## src/rtl/esp_acc_pkg.sv

```systemverilog
// Shared types for the chunked add accelerator: FSM states,
// DMA size codes, debug field widths and the DMA ctrl bundle.
package esp_acc_pkg;

   typedef enum logic [2:0] {
      IDLE    = 3'd0,
      RD_REQ  = 3'd1,
      RD_DATA = 3'd2,
      WR_REQ  = 3'd3,
      WR_DATA = 3'd4,
      DONE    = 3'd5
   } state_t;

   localparam logic [2:0] DMA_SIZE_32 = 3'b010;
   localparam logic [2:0] DMA_SIZE_64 = 3'b011;

   localparam int DBG_PAD_W   = 16;
   localparam int DBG_CHUNK_W = 13;
   localparam int DBG_STATE_W = 3;

   typedef struct packed {
      logic [31:0] index;
      logic [31:0] length;
      logic [2:0]  size;
      logic [5:0]  user;
   } dma_ctrl_t;

   function automatic logic [2:0] dma_size(input int dw);
      return (dw == 64) ? DMA_SIZE_64 : DMA_SIZE_32;
   endfunction

endpackage

```

## src/rtl/esp_sync_fifo.sv

```systemverilog
// Synchronous FIFO, flop storage, head read straight from flops.
// Ports: i_push/i_data in, i_pop in, o_head/o_full/o_empty out.
module esp_sync_fifo #(
   parameter int DATA_W = 64,
   parameter int DEPTH  = 16
) (
   input  logic              clk,
   input  logic              rst,
   input  logic              i_push,
   input  logic [DATA_W-1:0] i_data,
   input  logic              i_pop,
   output logic [DATA_W-1:0] o_head,
   output logic              o_full,
   output logic              o_empty
);

   localparam int AW = $clog2(DEPTH);

   logic [DATA_W-1:0] r_mem [DEPTH];
   logic [AW-1:0]     r_wr_ptr;
   logic [AW-1:0]     r_rd_ptr;
   logic [AW:0]       r_count;
   logic              w_push;
   logic              w_pop;

   assign o_full  = (r_count == (AW+1)'(DEPTH));
   assign o_empty = (r_count == '0);
   assign w_push  = i_push && !o_full;
   assign w_pop   = i_pop && !o_empty;
   assign o_head  = r_mem[r_rd_ptr];

   // DEPTH is a power of two, so the pointers wrap on their own;
   // the extra count bit separates full from empty.
   always_ff @(posedge clk or negedge rst) begin
      if (!rst) begin
         for (int i = 0; i < DEPTH; i++) begin
            r_mem[i] <= '0;
         end
         r_wr_ptr <= '0;
         r_rd_ptr <= '0;
         r_count  <= '0;
      end else begin
         if (w_push) begin
            r_mem[r_wr_ptr] <= i_data;
            r_wr_ptr        <= r_wr_ptr + AW'(1);
         end
         if (w_pop) begin
            r_rd_ptr <= r_rd_ptr + AW'(1);
         end
         unique case ({w_push, w_pop})
            2'b10:   r_count <= r_count + (AW+1)'(1);
            2'b01:   r_count <= r_count - (AW+1)'(1);
            default: r_count <= r_count;
         endcase
      end
   end

endmodule

```

## src/rtl/esp_acc_chunk_add.sv

```systemverilog
// Chunked DMA add accelerator: reads LEN words in chunks of at
// most DEPTH, adds K, writes them to OUT_BASE + index.
// Ports: clk, rst (async, active-low), conf_info_reg0 (LEN),
// conf_info_reg1 (K), conf_done, acc_done, debug, and the
// dma_{read,write}_{ctrl,chnl}_* valid/ready/data interfaces.
// Build option ESP_ACC_CHUNK_ADD_SAT_EN: saturating add
// instead of wrapping add.
module esp_acc_chunk_add
   import esp_acc_pkg::*;
#(
   parameter int          DATA_W   = 64,
   parameter int          DEPTH    = 16,
   parameter logic [31:0] OUT_BASE = 32'd4096
) (
   input  logic              clk,
   input  logic              rst,
   input  logic [31:0]       conf_info_reg0,
   input  logic [31:0]       conf_info_reg1,
   input  logic              conf_done,
   output logic              acc_done,
   output logic [31:0]       debug,
   input  logic              dma_read_ctrl_ready,
   output logic              dma_read_ctrl_valid,
   output logic [31:0]       dma_read_ctrl_data_index,
   output logic [31:0]       dma_read_ctrl_data_length,
   output logic [2:0]        dma_read_ctrl_data_size,
   output logic [5:0]        dma_read_ctrl_data_user,
   output logic              dma_read_chnl_ready,
   input  logic              dma_read_chnl_valid,
   input  logic [DATA_W-1:0] dma_read_chnl_data,
   input  logic              dma_write_ctrl_ready,
   output logic              dma_write_ctrl_valid,
   output logic [31:0]       dma_write_ctrl_data_index,
   output logic [31:0]       dma_write_ctrl_data_length,
   output logic [2:0]        dma_write_ctrl_data_size,
   output logic [5:0]        dma_write_ctrl_data_user,
   input  logic              dma_write_chnl_ready,
   output logic              dma_write_chnl_valid,
   output logic [DATA_W-1:0] dma_write_chnl_data
);

   state_t                 r_state;
   state_t                 w_state_nxt;
   logic [31:0]            r_rem;
   logic [31:0]            r_idx;
   logic [31:0]            r_beats;
   logic [DATA_W-1:0]      r_k;
   logic [DBG_CHUNK_W-1:0] r_chunks;
   logic                   r_acc_done;
   logic                   r_rd_cvalid;
   logic                   r_wr_cvalid;
   dma_ctrl_t              r_rd_ctrl;
   dma_ctrl_t              r_wr_ctrl;

   logic [31:0]       w_cl;
   logic              w_rd_chs;
   logic              w_wr_chs;
   logic              w_rd_hs;
   logic              w_wr_hs;
   logic              w_rd_last;
   logic              w_wr_last;
   logic              w_fifo_full;
   logic              w_fifo_empty;
   logic [DATA_W-1:0] w_sum;
   logic [DATA_W-1:0] w_head;

   assign w_cl = (r_rem > 32'(DEPTH)) ? 32'(DEPTH) : r_rem;

`ifdef ESP_ACC_CHUNK_ADD_SAT_EN
   logic [DATA_W:0] w_add;
   assign w_add = {1'b0, dma_read_chnl_data} + {1'b0, r_k};
   assign w_sum = w_add[DATA_W] ? '1 : w_add[DATA_W-1:0];
`else
   assign w_sum = dma_read_chnl_data + r_k;
`endif

   assign dma_read_chnl_ready = (r_state == RD_DATA)
                              && (r_beats < w_cl)
                              && !w_fifo_full;
   assign dma_write_chnl_valid = (r_state == WR_DATA)
                               && !w_fifo_empty
                               && (r_beats < w_cl);

   assign w_rd_hs   = dma_read_chnl_valid && dma_read_chnl_ready;
   assign w_wr_hs   = dma_write_chnl_valid && dma_write_chnl_ready;
   assign w_rd_last = w_rd_hs && (r_beats == w_cl - 32'd1);
   assign w_wr_last = w_wr_hs && (r_beats == w_cl - 32'd1);
   assign w_rd_chs  = r_rd_cvalid && dma_read_ctrl_ready;
   assign w_wr_chs  = r_wr_cvalid && dma_write_ctrl_ready;

   esp_sync_fifo #(
      .DATA_W (DATA_W),
      .DEPTH  (DEPTH)
   ) u_fifo (
      .clk     (clk),
      .rst     (rst),
      .i_push  (w_rd_hs),
      .i_data  (w_sum),
      .i_pop   (w_wr_hs),
      .o_head  (w_head),
      .o_full  (w_fifo_full),
      .o_empty (w_fifo_empty)
   );

   always_comb begin
      w_state_nxt = r_state;
      unique case (r_state)
         IDLE: begin
            if (conf_done) begin
               w_state_nxt = (conf_info_reg0 == '0) ? DONE : RD_REQ;
            end
         end
         RD_REQ: begin
            if (w_rd_chs) w_state_nxt = RD_DATA;
         end
         RD_DATA: begin
            if (w_rd_last) w_state_nxt = WR_REQ;
         end
         WR_REQ: begin
            if (w_wr_chs) w_state_nxt = WR_DATA;
         end
         WR_DATA: begin
            if (w_wr_last) begin
               w_state_nxt = (r_rem > w_cl) ? RD_REQ : DONE;
            end
         end
         DONE:    w_state_nxt = IDLE;
         default: w_state_nxt = IDLE;
      endcase
   end

   always_ff @(posedge clk or negedge rst) begin
      if (!rst) begin
         r_state <= IDLE;
      end else begin
         r_state <= w_state_nxt;
      end
   end

   // Ctrl valid rises the cycle after entering a REQ state and
   // falls right after its handshake; fields load with valid.
   always_ff @(posedge clk or negedge rst) begin
      if (!rst) begin
         r_acc_done  <= 1'b0;
         r_rd_cvalid <= 1'b0;
         r_wr_cvalid <= 1'b0;
         r_rd_ctrl   <= '0;
         r_wr_ctrl   <= '0;
      end else begin
         r_acc_done  <= (r_state == DONE);
         r_rd_cvalid <= (r_state == RD_REQ) && !w_rd_chs;
         r_wr_cvalid <= (r_state == WR_REQ) && !w_wr_chs;
         if ((r_state == RD_REQ) && !r_rd_cvalid) begin
            r_rd_ctrl.index  <= r_idx;
            r_rd_ctrl.length <= w_cl;
            r_rd_ctrl.size   <= dma_size(DATA_W);
            r_rd_ctrl.user   <= 6'd0;
         end
         if ((r_state == WR_REQ) && !r_wr_cvalid) begin
            r_wr_ctrl.index  <= OUT_BASE + r_idx;
            r_wr_ctrl.length <= w_cl;
            r_wr_ctrl.size   <= dma_size(DATA_W);
            r_wr_ctrl.user   <= 6'd0;
         end
      end
   end

   // One beat counter serves both data phases; it is zero
   // whenever a data phase starts.
   always_ff @(posedge clk or negedge rst) begin
      if (!rst) begin
         r_rem    <= '0;
         r_idx    <= '0;
         r_beats  <= '0;
         r_k      <= '0;
         r_chunks <= '0;
      end else begin
         if ((r_state == IDLE) && conf_done) begin
            r_rem    <= conf_info_reg0;
            r_k      <= DATA_W'(conf_info_reg1);
            r_idx    <= '0;
            r_beats  <= '0;
            r_chunks <= '0;
         end
         if (w_rd_hs) begin
            r_beats <= w_rd_last ? 32'd0 : r_beats + 32'd1;
         end
         if (w_wr_hs) begin
            r_beats <= w_wr_last ? 32'd0 : r_beats + 32'd1;
         end
         if (w_wr_last) begin
            r_idx    <= r_idx + w_cl;
            r_rem    <= r_rem - w_cl;
            r_chunks <= r_chunks + DBG_CHUNK_W'(1);
         end
      end
   end

   assign acc_done = r_acc_done;
   assign debug    = {{DBG_PAD_W{1'b0}}, r_chunks, r_state};

   assign dma_read_ctrl_valid       = r_rd_cvalid;
   assign dma_read_ctrl_data_index  = r_rd_ctrl.index;
   assign dma_read_ctrl_data_length = r_rd_ctrl.length;
   assign dma_read_ctrl_data_size   = r_rd_ctrl.size;
   assign dma_read_ctrl_data_user   = r_rd_ctrl.user;

   assign dma_write_ctrl_valid       = r_wr_cvalid;
   assign dma_write_ctrl_data_index  = r_wr_ctrl.index;
   assign dma_write_ctrl_data_length = r_wr_ctrl.length;
   assign dma_write_ctrl_data_size   = r_wr_ctrl.size;
   assign dma_write_ctrl_data_user   = r_wr_ctrl.user;

   assign dma_write_chnl_data = w_head;

endmodule

```

## config.mk

```make
export PLATFORM = sky130hd
export DESIGN_NAME = esp_acc_chunk_add
export DESIGN_NICKNAME = d
export VERILOG_FILES = /design/src/rtl/esp_acc_pkg.sv /design/src/rtl/esp_sync_fifo.sv /design/src/rtl/esp_acc_chunk_add.sv
export SDC_FILE = /design/constraint.sdc
export NUM_CORES = 2
export LEC_CHECK = 0
export ABC_AREA = 1
export CORE_ASPECT_RATIO = 1.1
export CORE_MARGIN = 4
export CORE_UTILIZATION = 55
export DETAILED_ROUTE_END_ITERATION = 6
export GPL_TIMING_DRIVEN = 0
export PLACE_DENSITY = 0.85
export SYNTH_ARGS = -nofsm -noshare
export SYNTH_HDL_FRONTEND = slang
export SYNTH_HIERARCHICAL = 1
export SYNTH_SLANG_ARGS = --single-unit
```

## constraint.sdc

```tcl
create_clock -name clk -period 3.9 [get_ports clk]
set_clock_uncertainty 0.05 [all_clocks]
set_input_delay 0.585 -clock clk [delete_from_list [all_inputs] [get_ports clk]]
set_output_delay 0.585 -clock clk [all_outputs]
set_load 0.02 [all_outputs]
```

==> run metrics <==
Final #Nets 11,161; CP arrival 4.82 ns; status complete, but fails checks; Max Freq 239 MHz; IO buf count 351; vias in the first global route 73,062; share of cells above drive strength 1 0.112; ys flop type dfrtp_1; Placer Congestion 1.01; Buf/Inv on CP 6; Initial Util 0.553; most frequent cells in the layout nand2_1 (4,307), dfrtp_1 (1,305), nand4_1 (1,073); HPWL after DPL 207 mm; Max-Cap Viols 0; worst hold path type in -> reg; total gr overflow 0; CP endpoint kind flip-flop; WL final 282 mm; crit start category flip-flop; WL per Instance 22.0 µm; post-synthesis async set-or-reset flop share 1.00; fill count 11,207; area leader, netlist dfrtp_1; synth-to-layout area growth 18.2%; CTS Sinks 1,314; fin crit period 4.18 ns; total core area 134,000 µm²; Final TNS setup -16.43 ns; # rows 141; largest net degree at the start of global routing 176; flops & latches, synth 1,314; die area 141,000 µm²; Yosys top cell area share 0.443; Top delay family on crit path simple AND/OR/NAND/NOR gates; worst-case clock buffer depth 3; CP dominant cell by count nand2_1; violated checks design-rule violations, negative setup slack; via count 75,231; post-synthesis sequential area ratio 0.443; Final setup viols 374; VDD IR-drop max 695 µV; PnR worst setup slack -0.278 ns; CTS Buf Count 141; Period Utilization, post-route 1.07; Reg area 32,900 µm²; DIE WIDTH 358 µm; Crit-path slowest cell dfrtp_1; Post-synth EDFFs 0; Lkg Pwr 0.0459 µW; H-tree Lvls 4; Slew headroom 0.0827; Die Ht 393 µm; first-pass GRT wire length 426 mm; CP Data Required Time 4.54 ns; Yosys warning count 6; CP max FO 10; commonest non-fill, non-tap cell in the layout nand2_1; antenna viol nets, final 0; syn_area_per_cell 7.25 µm²; Mapped Area 74,300 µm²; final-report max-slew violation count 0; CTS tree built; Root Driver clkbuf_16; Skew-Pair Late Insertion Delay 0.82 ns; Global Route Usage Sum 0.393; Multi-input gate area 34,800 µm²; initial DRC count 10,018; leading post-synthesis cells by cell area dfrtp_1 (44%), nand2_1 (22%), nand4_1 (9.0%), inv_1 (3.7%), nor2_1 (3.3%); library cells used by synthesis 47; RSZ-0062 raised after global routing yes; first drt pass iteration count 7; clock transition at the registers of the reported paths 0.06 ns; Via density 5.87; Syn Inst Count 10,250; boundary pin count 382; DRC 44; Final Core Density 0.654; initial antenna violation count 25; pwr/cell area 673 nW/µm²; slowest stage delay, CP 0.41 ns; Final Hold Fails 0; Crit Path Category reg -> reg; Worst-Margin Slew 1.37 ns; Tot Pwr 59,100 µW
synth_stat cells, types with 3 or more instances:
cell type,instances
nand3_4,13
o21ai_1,3
nand3_2,5
buf_1,22
nor3_1,53
buf_4,69
o21a_1,9
o31ai_1,5
fa_1,3
nor2_2,8
dfrtp_1,1314
xnor2_1,43
nand2_1,4329
o22ai_1,59
o21bai_1,3
clkbuf_1,215
xor2_1,129
a21o_1,4
nand4_1,1073
inv_2,5
ha_1,109
o211ai_1,4
a31oi_1,13
buf_6,108
or2_2,4
nand2_2,3
nor4_1,20
inv_1,736
a21boi_0,5
nand3b_1,4
nor2_1,653
o21ai_0,173
nand3_1,475
buf_2,444
a21oi_1,118
worst paths after layout:
kind | slack [ns] | cells after the start | end | from
max | -0.28 | 30 | u_fifo/r_count[4] | r_rem[10]
min | 0.27 | 3 | r_k[26] | conf_info_reg1[26]
max reg2reg | -0.28 | 30 | u_fifo/r_count[4] | r_rem[10]
min reg2reg | 0.42 | 2 | u_fifo/r_mem[67] | u_fifo/r_mem[67]
max in group asynchronous | 0.26 | 6 | r_rem[0] | rst
min in group asynchronous | 0.30 | 2 | u_fifo/r_mem[627] | rst
cells by family after synthesis:
logic type               count (synthesis)  share of synthesized area
other                                    2                   0.000101
buffers and inverters                 1602                      0.103
adder cells (fa/ha/maj)                112                     0.0192
XOR/XNOR                               172                     0.0203
AND/OR/NAND/NOR                       6646                      0.385
AO/OA/AOI/OAI                          402                     0.0296
flip-flops                            1314                      0.443
flip-flops by register name (all words and copies together), names as in the netlist:
name / cells
acc_done: 1
dma_read_ctrl_data_index: 32
dma_read_ctrl_data_length: 32
dma_read_ctrl_data_size: 1
dma_read_ctrl_valid: 1
dma_write_ctrl_data_index: 32
dma_write_ctrl_data_length: 32
dma_write_ctrl_data_size: 1
dma_write_ctrl_valid: 1
r_beats: 32
r_chunks: 13
r_idx: 32
r_k: 32
r_rem: 32
r_state: 3
u_fifo/r_count: 5
u_fifo/r_mem: 1024
u_fifo/r_rd_ptr: 4
u_fifo/r_wr_ptr: 4
through the flow:
stage	instance area [µm²]	cells	hold WS [ns]	setup WS, ns
final	87800	12823	0.274	-0.278
after global routing	87800	12811	0.263	-0.501
after CTS	87100	12786	0.250	-0.205
after detailed placement	80700	12478	0.408	-1.61
after global placement	80400	12470	0.403	-57.51
after floorplan	74700	10332	0.239	0.0165
what timing repair did:
action / 4_1_cts / 5_1_grt
hold endpoints to repair: 102 / 0
gates resized for setup: 414 / 225
setup buffers: 64 / 20
pin swaps: 27 / 29
cloned: 0 / 2
hold buffers: 1 / 0
endpoints found under the setup margin: 1215 / 1322
worst min-delay path, stage by stage:
cell and delay, ns:
clkdlybuf4s50_1 0.40, nand2_1 0.06, nand2_1 0.04
area by class of cell:
type,count,share of cell area
multi-input combinational,7417,0.397
sequential,1314,0.375
buffer,852,0.0646
timing repair buffer,445,0.0511
clock buffer,190,0.0459
inverter,743,0.0320
tap,1787,0.0255
clock inverter,58,0.00922
antenna,17,0.000484
per-layer routing:
metal	global-route usage	vias to the layer above	wire length [µm]
li1	-	34154	-
met1	0.481	35316	102000
met2	0.599	4555	124000
met3	0.126	1190	34400
met4	0.252	16	21800
met5	0	-	128
where the power goes:
group	switching, µW	internal [µW]
registers	1860	16600
clock network	5890	8380
logic	18700	7680
(Power assumes the default switching activity.)
